## src/rtl/fetch_tile_scheduler.sv

```systemverilog
// fetch_tile_scheduler: round-robin owner of the shared fetch read path.
// Per grant it pulses an address reset, then one fetch per tile.
module fetch_tile_scheduler #(
   parameter int NUM_REQ        = 3,
   parameter int TILE_W         = 8,
   parameter int TIMEOUT_CYCLES = 1024
) (
   input  logic                      clk,
   input  logic                      rst,
   input  logic [NUM_REQ-1:0]        req,
   input  logic [NUM_REQ*TILE_W-1:0] req_tiles,
   input  logic                      abort,
   input  logic                      clear_err,
   input  logic                      fetch_done,
   output logic                      start_fetch,
   output logic                      reset_addr_counter,
   output logic [1:0]                buffer_select,
   output logic [NUM_REQ-1:0]        grant,
   output logic [NUM_REQ-1:0]        req_done,
   output logic                      busy,
   output logic                      timeout_err,
   output logic [1:0]                err_id
);
   localparam int TW = (TIMEOUT_CYCLES > 2) ? $clog2(TIMEOUT_CYCLES) : 1;
   localparam logic [TW-1:0] TMO_LAST = TW'(TIMEOUT_CYCLES - 1);

   typedef enum logic [2:0] {
      S_IDLE,
      S_RST_ADDR,
      S_START,
      S_WAIT,
      S_DONE
   } state_t;

   state_t            state_q, state_d;
   logic [1:0]        rr_q, rr_d;
   logic [1:0]        g_q, g_d;
   logic [TILE_W-1:0] rem_q, rem_d;
   logic [TW-1:0]     tmo_q, tmo_d;
   logic              err_q, err_d;
   logic [1:0]        err_id_q, err_id_d;

   logic              pick_vld;
   logic [1:0]        pick_idx;
   logic [TILE_W-1:0] pick_tiles;
   logic [1:0]        nxt_rr;
   logic              tmo_hit;

   // Scan downward so the smallest offset from rr_q wins.
   always_comb begin
      int j;
      j        = 0;
      pick_vld = 1'b0;
      pick_idx = '0;
      for (int i = NUM_REQ - 1; i >= 0; i--) begin
         j = int'(rr_q) + i;
         if (j >= NUM_REQ) j = j - NUM_REQ;
         if (req[j]) begin
            pick_vld = 1'b1;
            pick_idx = 2'(j);
         end
      end
   end

   assign pick_tiles = req_tiles[pick_idx*TILE_W +: TILE_W];
   assign nxt_rr = (int'(g_q) >= NUM_REQ - 1) ? 2'd0 : g_q + 2'd1;

   always_ff @(posedge clk or posedge rst) begin
      if (rst) begin
         state_q  <= S_IDLE;
         rr_q     <= '0;
         g_q      <= '0;
         rem_q    <= '0;
         tmo_q    <= '0;
         err_q    <= 1'b0;
         err_id_q <= '0;
      end else begin
         state_q  <= state_d;
         rr_q     <= rr_d;
         g_q      <= g_d;
         rem_q    <= rem_d;
         tmo_q    <= tmo_d;
         err_q    <= err_d;
         err_id_q <= err_id_d;
      end
   end

   always_comb begin
      state_d  = state_q;
      rr_d     = rr_q;
      g_d      = g_q;
      rem_d    = rem_q;
      tmo_d    = tmo_q;
      err_d    = err_q;
      err_id_d = err_id_q;
      tmo_hit  = 1'b0;
      unique case (state_q)
         S_IDLE: begin
            if (pick_vld) begin
               g_d     = pick_idx;
               rem_d   = pick_tiles;
               state_d = (pick_tiles == '0) ? S_DONE : S_RST_ADDR;
            end
         end
         S_RST_ADDR: state_d = S_START;
         S_START: begin
            tmo_d   = '0;
            state_d = S_WAIT;
         end
         S_WAIT: begin
            if (fetch_done) begin
               if (rem_q != '0) rem_d = rem_q - 1'b1;
               state_d = (rem_q <= TILE_W'(1)) ? S_DONE : S_START;
            end else begin
               tmo_d = tmo_q + 1'b1;
               if (tmo_d == TMO_LAST) begin
                  tmo_hit = 1'b1;
                  state_d = S_IDLE;
                  rr_d    = nxt_rr;
               end
            end
         end
         S_DONE: begin
            state_d = S_IDLE;
            rr_d    = nxt_rr;
         end
         default: state_d = S_IDLE;
      endcase
      if (abort && state_q != S_IDLE) begin
         state_d = S_IDLE;
         rr_d    = nxt_rr;
         tmo_hit = 1'b0;
      end
      if (tmo_hit) begin
         err_d    = 1'b1;
         err_id_d = g_q;
      end
      if (clear_err) begin
         err_d    = 1'b0;
         err_id_d = '0;
      end
   end

   always_comb begin
      start_fetch        = (state_q == S_START);
      reset_addr_counter = (state_q == S_RST_ADDR);
      busy               = (state_q != S_IDLE);
      grant              = '0;
      buffer_select      = '0;
      req_done           = '0;
      if (busy) begin
         grant[g_q]    = 1'b1;
         buffer_select = g_q;
      end
      if (state_q == S_DONE && !abort) req_done[g_q] = 1'b1;
   end

   assign timeout_err = err_q;
   assign err_id      = err_id_q;

endmodule

```

## config.mk

```make
export PLATFORM = sky130hd
export DESIGN_NAME = fetch_tile_scheduler
export DESIGN_NICKNAME = d
export VERILOG_FILES = /design/src/rtl/fetch_tile_scheduler.sv
export SDC_FILE = /design/constraint.sdc
export NUM_CORES = 1
export LEC_CHECK = 0
export ABC_AREA = 1
export CAP_MARGIN = 0
export CORE_MARGIN = 2
export CORE_UTILIZATION = 52
export CTS_CLUSTER_SIZE = 8
export DETAILED_ROUTE_END_ITERATION = 8
export DONT_BUFFER_PORTS = 1
export PLACE_DENSITY = 0.67
export RECOVER_POWER = 25
export SLEW_MARGIN = 5
export SYNTH_ARGS = -nofsm -noshare
export SYNTH_HDL_FRONTEND = slang
export SYNTH_SLANG_ARGS = --single-unit
```

## constraint.sdc

```tcl
create_clock -name clk -period 2.9 [get_ports clk]
set_input_delay 0.58 -clock clk [delete_from_list [all_inputs] [get_ports clk]]
set_output_delay 0.58 -clock clk [all_outputs]
set_load 0.01 [all_outputs]
```

==> reports/qor.yml, run 1 <==
outcome: "complete, but fails checks"
failed_checks: "capacitance limit, slew limit"
finalSetupTns_ns: 0
crit_type: "reg2reg"
clock_latency_ns: 0.27
final_hold_viol_count: 0
swShare: 0.542
cts.clk_slew.worst_paths_ns: 0.10
synth-xor-area-share: 0.0287
antenna_found_initial: 0
tightest_slew_ns: 1.55
netSwitchingPower_w: 0.00148
port_buffers: 0
post_dp_cell_area_um2: 2200
intPower_w: 0.00125
combPwrFrac: 0.684
busiest_layer: "met2"
cp_max_fo: 9
vias: 2017
worst_setup_path_end_kind: "register"
drc: 0
seqPwrFrac: 0.225
holdBufCountCts: 0
powerDensity_nw_per_um2: 1210
synthCells: 323
hp-class: "in2reg"
pwr-share-clk: 0.091
io_pins: 46
grt_pass1_vias: 1810
slew_violations: 29
antenna_cells: 0
fmax_ghz: 0.427
vdd_ir_drop_max_mv: 0.805
die_x_um: 68.1
routed_wl_um: 4680
synth-edff-count: 0
nFillCells: 418
skew_ns: 0.00226
drt_iter0_drc: 123
fp-row-count: 23
synth_compound_area_frac: 0.133
cp.arrival_ns: 2.52
clkSinkCount: 28
yosys.area_share.simple: 0.384
cap_violations: 1
postCtsSetupRepairBufs: 0
grt_pass1_wl_um: 7950
gr-usage-met3: 0.0214
dp_hpwl_um: 3680
stdcell_area_um2: 2250
ys_types: 33
coreArea_um2: 3970
grt_usage: 0.220
power.leakage_nw: 1.12
final_nets: 367
drt-vias-per-instance: 5.35
initial_core_util: 0.537
antenna_left: 0
synthAdderAreaFrac: 0.0411
ys_warn_count: 0
gp_congestion: 0.819
drive_gt1_frac: 0.0612
ys.flop_type: "dfrtp_1"
critPathLaunchType: "register"
setup_violations: 0
grt_max_degree: 29
grt_setup_unrepaired: "false"
slew_headroom: -0.0312
cts_root_buffer: "clkbuf_8"
clk_path_buf_depth: 2
use_met2: 0.379
h-tree-depth: 1
period_minus_slack_ns: 2.34
numCtsBuffers: 3
cts_tree: "yes"
synthArstFlopShare: 1.00
die_h_um: 68.1
cts_resized: 0
ys_seq_elements: 28
synthMuxAreaShare: 0
netlist_area_um2: 2130
synth_nets: 362
dp.cells: 373
ys_seq_area_frac: 0.328
use_met1: 0.302
synth_top_family_by_area: "simple AND/OR/NAND/NOR gates"
syn_to_final_growth_pct: 5.69
die_area_um2: 4630
cp.required_ns: 3.07
detail_route.first_pass.iterations: 4
overflow: 0
finalNonFillerCells: 377
wire_per_inst_um: 12.4
synth.avg_cell_area_um2: 6.60
finalCritPeriodShare: 0.808
[power groups by stage]
stage | sequential [W] | combinational [W] | clock, W
2_1_floorplan | 0.000598 | 0.00152 | 0
3_3_place_gp | 0.000621 | 0.00184 | 0
3_5_place_dp | 0.000622 | 0.00186 | 0
4_1_cts | 0.000614 | 0.00187 | 0.000250
5_1_grt | 0.000636 | 0.00216 | 0.000264
6_report | 0.000615 | 0.00187 | 0.000249
[final timing paths]
check | from | endpoint | slack, ns | cells after the start
min in group asynchronous | rst | rem_q[2] | 0.71 | 2
worst max-delay path | rr_q[0] | state_q[0] | 0.56 | 20
worst max register to register | rr_q[0] | state_q[0] | 0.56 | 20
max in group asynchronous | rst | state_q[0] | 1.29 | 2
worst min-delay path | clear_err | timeout_err | 0.35 | 1
worst min register to register | tmo_q[9] | tmo_q[9] | 0.49 | 1
[cell usage after synthesis, types with 2 or more instances]
cell type	number	area, um2
inv_1	42	158
clkbuf_1	2	7.51
nand3_1	40	200
nand2_2	2	12.5
nor3_1	8	40.0
nand3_2	3	30.0
ha_1	7	87.6
nand2_1	94	353
nand4_1	3	18.8
o21ai_0	18	90.1
nand2_4	3	33.8
nor2_1	28	105
o21ai_2	2	17.5
xor2_1	6	52.6
a21oi_1	10	50.1
o22ai_1	4	25.0
a31oi_1	3	18.8
dfrtp_1	28	701
o21ai_1	3	15.0
inv_2	2	7.51
a22o_1	3	26.3
[metrics by stage]
stage	hold WS, ns	setup WS [ns]	util	total power [W]
after floorplan	0.441	0.817	-	0.00212
after global placement	0.470	0.610	0.555	0.00246
after detailed placement	0.480	0.547	0.555	0.00248
after CTS	0.270	0.540	0.569	0.00273
after global routing	0.343	0.222	0.568	0.00306
final	0.351	0.557	0.568	0.00273
[sequential cells by signal, indices dropped and copies added, names as in the netlist]
signal,count
tmo_q,10
rem_q,8
state_q,3
err_id,2
g_q,2
rr_q,2
timeout_err,1
[cell type report]
cell class	count	area, um2	share of cell area
Timing Repair Buffer	2	11.3	0.00499
Clock buffer	4	55.1	0.0244
Inverter	46	174	0.0771
Sequential cell	28	701	0.311
Multi-Input combinational cell	247	1250	0.555
Tap cell	50	62.6	0.0277
[layout by cell type (no fill, tap or decap), types with 3 or more instances in the layout]
cell type  Yosys  routed
nand4_1        3       3
ha_1           7       7
o21ai_1        3       3
a21oi_1       10      10
nor3_1         8       8
nand3_1       40      40
nand2_4        3       3
o22ai_1        4       4
a31oi_1        3       3
xor2_1         6       6
nor2_1        28      28
dfrtp_1       28      28
o21ai_0       18      18
clkbuf_8       0       4
nand3_2        3       3
a22o_1         3       3
nand2_1       94      94
inv_1         42      42
[critical path, cell delays in order (launching register included)]
cell	delay [ns]
dfrtp_1	0.39
inv_1	0.07
ha_1	0.35
inv_1	0.13
nand2_1	0.09
nand3_2	0.08
nand2_2	0.08
nand2_1	0.08
nand2_1	0.08
nand2_4	0.12
nand2_4	0.09
nand2_1	0.07
nand3_1	0.07
nand2_1	0.11
nand2_1	0.06
nor2_1	0.11
nand2_1	0.06
nand2_1	0.05
nand2_1	0.05
nand2_1	0.05
nand2_1	0.04
[logic make-up after synthesis]
kind of cell               after synthesis
xor gates and xnor gates                 7
AOI/OAI and AO/OA                       48
adders and majority gates                7
buffers and inverters                   48
and+or+nand+nor                        185
DFF                                     28
[metal layers]
| metal | vias to the layer above | routed length, um |
|---|---|---|
| met4 | 0 | 26 |
| met1 | 904 | 2220 |
| li1 | 1065 | - |
| met2 | 46 | 2220 |
| met5 | - | 0 |
| met3 | 2 | 214 |
Power figures use the tool's default switching activity.
==> inputs of run 2 (changes only) <==
--- a/config.mk
+++ b/config.mk
@@ -12,7 +12,7 @@
 export CTS_CLUSTER_SIZE = 8
 export DETAILED_ROUTE_END_ITERATION = 8
 export DONT_BUFFER_PORTS = 1
-export PLACE_DENSITY = 0.67
+export PLACE_DENSITY = 0.7
 export RECOVER_POWER = 25
 export SLEW_MARGIN = 5
 export SYNTH_ARGS = -nofsm -noshare
==> constraint.sdc (replaced) <==
create_clock -name clk -period 1.98 [get_ports clk]
set_input_delay 0.396 -clock clk [delete_from_list [all_inputs] [get_ports clk]]
set_output_delay 0.396 -clock clk [all_outputs]
set_load 0.01 [all_outputs]
==> run 2 against run 1 <==
Effect of this change:
- the flow finishes with violations (capacitance limit, slew limit, setup timing)
- core utilization grew 18 points
- via count grew 15%
- sequential power grew 50%
- sequential share of layout area shrank 7.6 points
- combinational power grew to 2.6 times the previous value
- worst hold slack lost 0.18 ns
- flip-flop and latch count is the same
- maximum frequency grew 4.1%
- global-route usage grew 4.0 points
- largest cell class unchanged
- highest routed layer unchanged
==> reports/qor.yml, run 2 (same netlist as run 1, synthesis figures left out) <==
outcome: "complete, but fails checks"
failed_checks: "capacitance limit, slew limit, setup timing"
cp_num_buf_inv: 3  # +1
die_x_um: 68.1  # unchanged
drive_gt1_frac: 0.337  # +0.276
power.leakage_nw: 1.40  # +25%
grt_usage: 0.260  # +0.0398
powerDensity_nw_per_um2: 2060  # +70%
setup_violations: 10  # +10
antenna_cells: 0  # unchanged
slew_headroom: -0.0175  # +0.0137
cpMaxStageDelayCell: "dfrtp_1"
clkSinkCount: 28  # unchanged
initial_core_util: 0.537  # unchanged
largest_register_ff_count: 10  # unchanged
detail_route.first_pass.iterations: 4  # unchanged
drc: 0  # unchanged
path_cells: "inv_1, ha_4, nand2_1, o21ai_1, nand2_1, o21ai_4, inv_4, nand3_4, nand2_4, clkinv_4, nand2_1, nand2_2, nand2_1, nor2_1, nand2_1, nand2_1, nand2_1, nand2_1, nand2_1"
io_pins: 46  # unchanged
final_nets: 411  # +12%
layout_common_cells: "74 x nand2_1, 38 x inv_1, 36 x buf_4, 27 x dfrtp_1, 26 x nand3_1"
gp_congestion: 0.807  # -1.5%
port_buffers: 0  # unchanged
routed_wl_um: 6220  # +33%
h-tree-depth: 1  # unchanged
overflow: 0  # unchanged
final_hold_viol_count: 0  # unchanged
worst_setup_path_end_kind: "register"
fmax_ghz: 0.444  # +4.1%
vdd_ir_drop_max_mv: 1.54  # +91%
tightest_slew_ns: 1.53  # -0.0205 ns
critPathTopFamily: "simple AND/OR/NAND/NOR gates"
critPathLaunchType: "register"
grt_pass1_wl_um: 9430  # +19%
hp-class: "in2reg"
clock_latency_ns: 0.27  # about the same
cts_root_buffer: "clkbuf_8"
crit_type: "reg2reg"
cp.arrival_ns: 2.43  # -0.09 ns
cap_violations: 1  # unchanged
top_regs: "tmo_q: 10 flops, rem_q: 8 flops, state_q: 3 flops"
grt_pass1_vias: 2223  # +23%
slew_violations: 29  # unchanged
vias: 2329  # +15%
crit_top_cell: "nand2_1"
wire_per_inst_um: 14.8  # +19%
top_register: "tmo_q"
die_h_um: 68.1  # unchanged
dp_hpwl_um: 3980  # +8.2%
finalCritPeriodShare: 1.14  # +0.329
cts_tree: "yes"
fp-row-count: 23  # unchanged
drt_iter0_drc: 177  # +44%
place_ws_ns: -0.199  # -0.746 ns
total_power_w: 0.00615  # +130%
syn_to_final_growth_pct: 39.9
holdBufCountCts: 0  # unchanged
coreArea_um2: 3970  # unchanged
period_minus_slack_ns: 2.25  # -0.0921 ns
cp_max_fo: 8  # -1
antenna_left: 0  # unchanged
clk_path_buf_depth: 2  # unchanged
die_area_um2: 4630  # unchanged
grt_max_degree: 29  # unchanged
layout_commonest_cell: "nand2_1"
grt_setup_unrepaired: "true"
numCtsBuffers: 3  # unchanged
cp.required_ns: 2.16  # -0.91 ns
fin_ws_ns: -0.271  # -0.828 ns
nFillCells: 303  # -28%
drt-vias-per-instance: 5.53  # +3.4%
cts.clk_slew.worst_paths_ns: 0.10  # about the same
max_stage_delay_ns: 0.45  # +0.06 ns
antenna_found_initial: 0  # unchanged
skew_ns: 0.00155  # -0.000709 ns
## run 2: worst reg2reg max path, stage by stage (launching register included)
cell	delay [ns]
dfrtp_1	0.45
inv_1	0.13
ha_4	0.19
nand2_1	0.07
o21ai_1	0.07
nand2_1	0.11
o21ai_4	0.13
inv_4	0.12
nand3_4	0.11
nand2_4	0.10
clkinv_4	0.09
nand2_1	0.07
nand2_2	0.08
nand2_1	0.06
nor2_1	0.12
nand2_1	0.06
nand2_1	0.06
nand2_1	0.04
nand2_1	0.05
nand2_1	0.04
## run 2: per-stage QoR
stage / instance area [um2] / hold WS, ns / instances / setup TNS (ns) / util
3_5_place_dp: 2460 / 0.376 / 405 / -0.891 / 0.620
6_report: 2980 / 0.171 / 421 / -1.77 / 0.751
3_3_place_gp: 2460 / 0.377 / 405 / -0.458 / 0.620
4_1_cts: 2680 / 0.0838 / 419 / -0.782 / 0.675
2_1_floorplan: 2150 / 0.441 / 323 / -0.0164 / -
5_1_grt: 2980 / 0.157 / 421 / -3.09 / 0.751
## run 2: worst paths after layout
| path | startpoint | to | slack [ns] | depth (start not counted) |
|---|---|---|---|---|
| min reg2reg | tmo_q[9] | tmo_q[9] | 0.49 | 1 |
| min in group asynchronous | rst | rem_q[2] | 0.52 | 2 |
| min | clear_err | timeout_err | 0.17 | 1 |
| max reg2reg | rr_q[1] | state_q[0] | -0.27 | 19 |
| max in group asynchronous | rst | tmo_q[2] | 0.47 | 2 |
| max | rr_q[1] | state_q[0] | -0.27 | 19 |
## run 2: cell type report
type	count	area, um2	share of cell area
clock buffer	4	55.1	0.0184
sequential	28	702	0.235
inverter	46	189	0.0633
tap	50	62.6	0.0210
timing repair buffer	44	353	0.118
multi-input combinational	249	1620	0.544
## run 2: power breakdown
group | internal, W | leakage [nW] | total, W | switching (W)
clock network | 0.000178 | 0.0288 | 0.000358 | 0.000180
logic | 0.00210 | 1.01 | 0.00487 | 0.00277
registers | 0.000749 | 0.363 | 0.000925 | 0.000176
total | 0.00302 | 1.40 | 0.00615 | 0.00313
## run 2: per-layer routing
metal,up-vias,track usage,part of all wire
met4,0,0.0775,0.022
met1,1079,0.314,0.42
met5,-,0,0
li1,1157,-,-
met3,17,0.0362,0.047
met2,76,0.473,0.51
## run 2: timing repair
item / in CTS / in global routing
setup buffers: 8 / 2
pin swaps: 10 / 21
setup endpoints to repair: 10 / 22
gates resized for setup: 21 / 73
gates cloned: 2 / 0
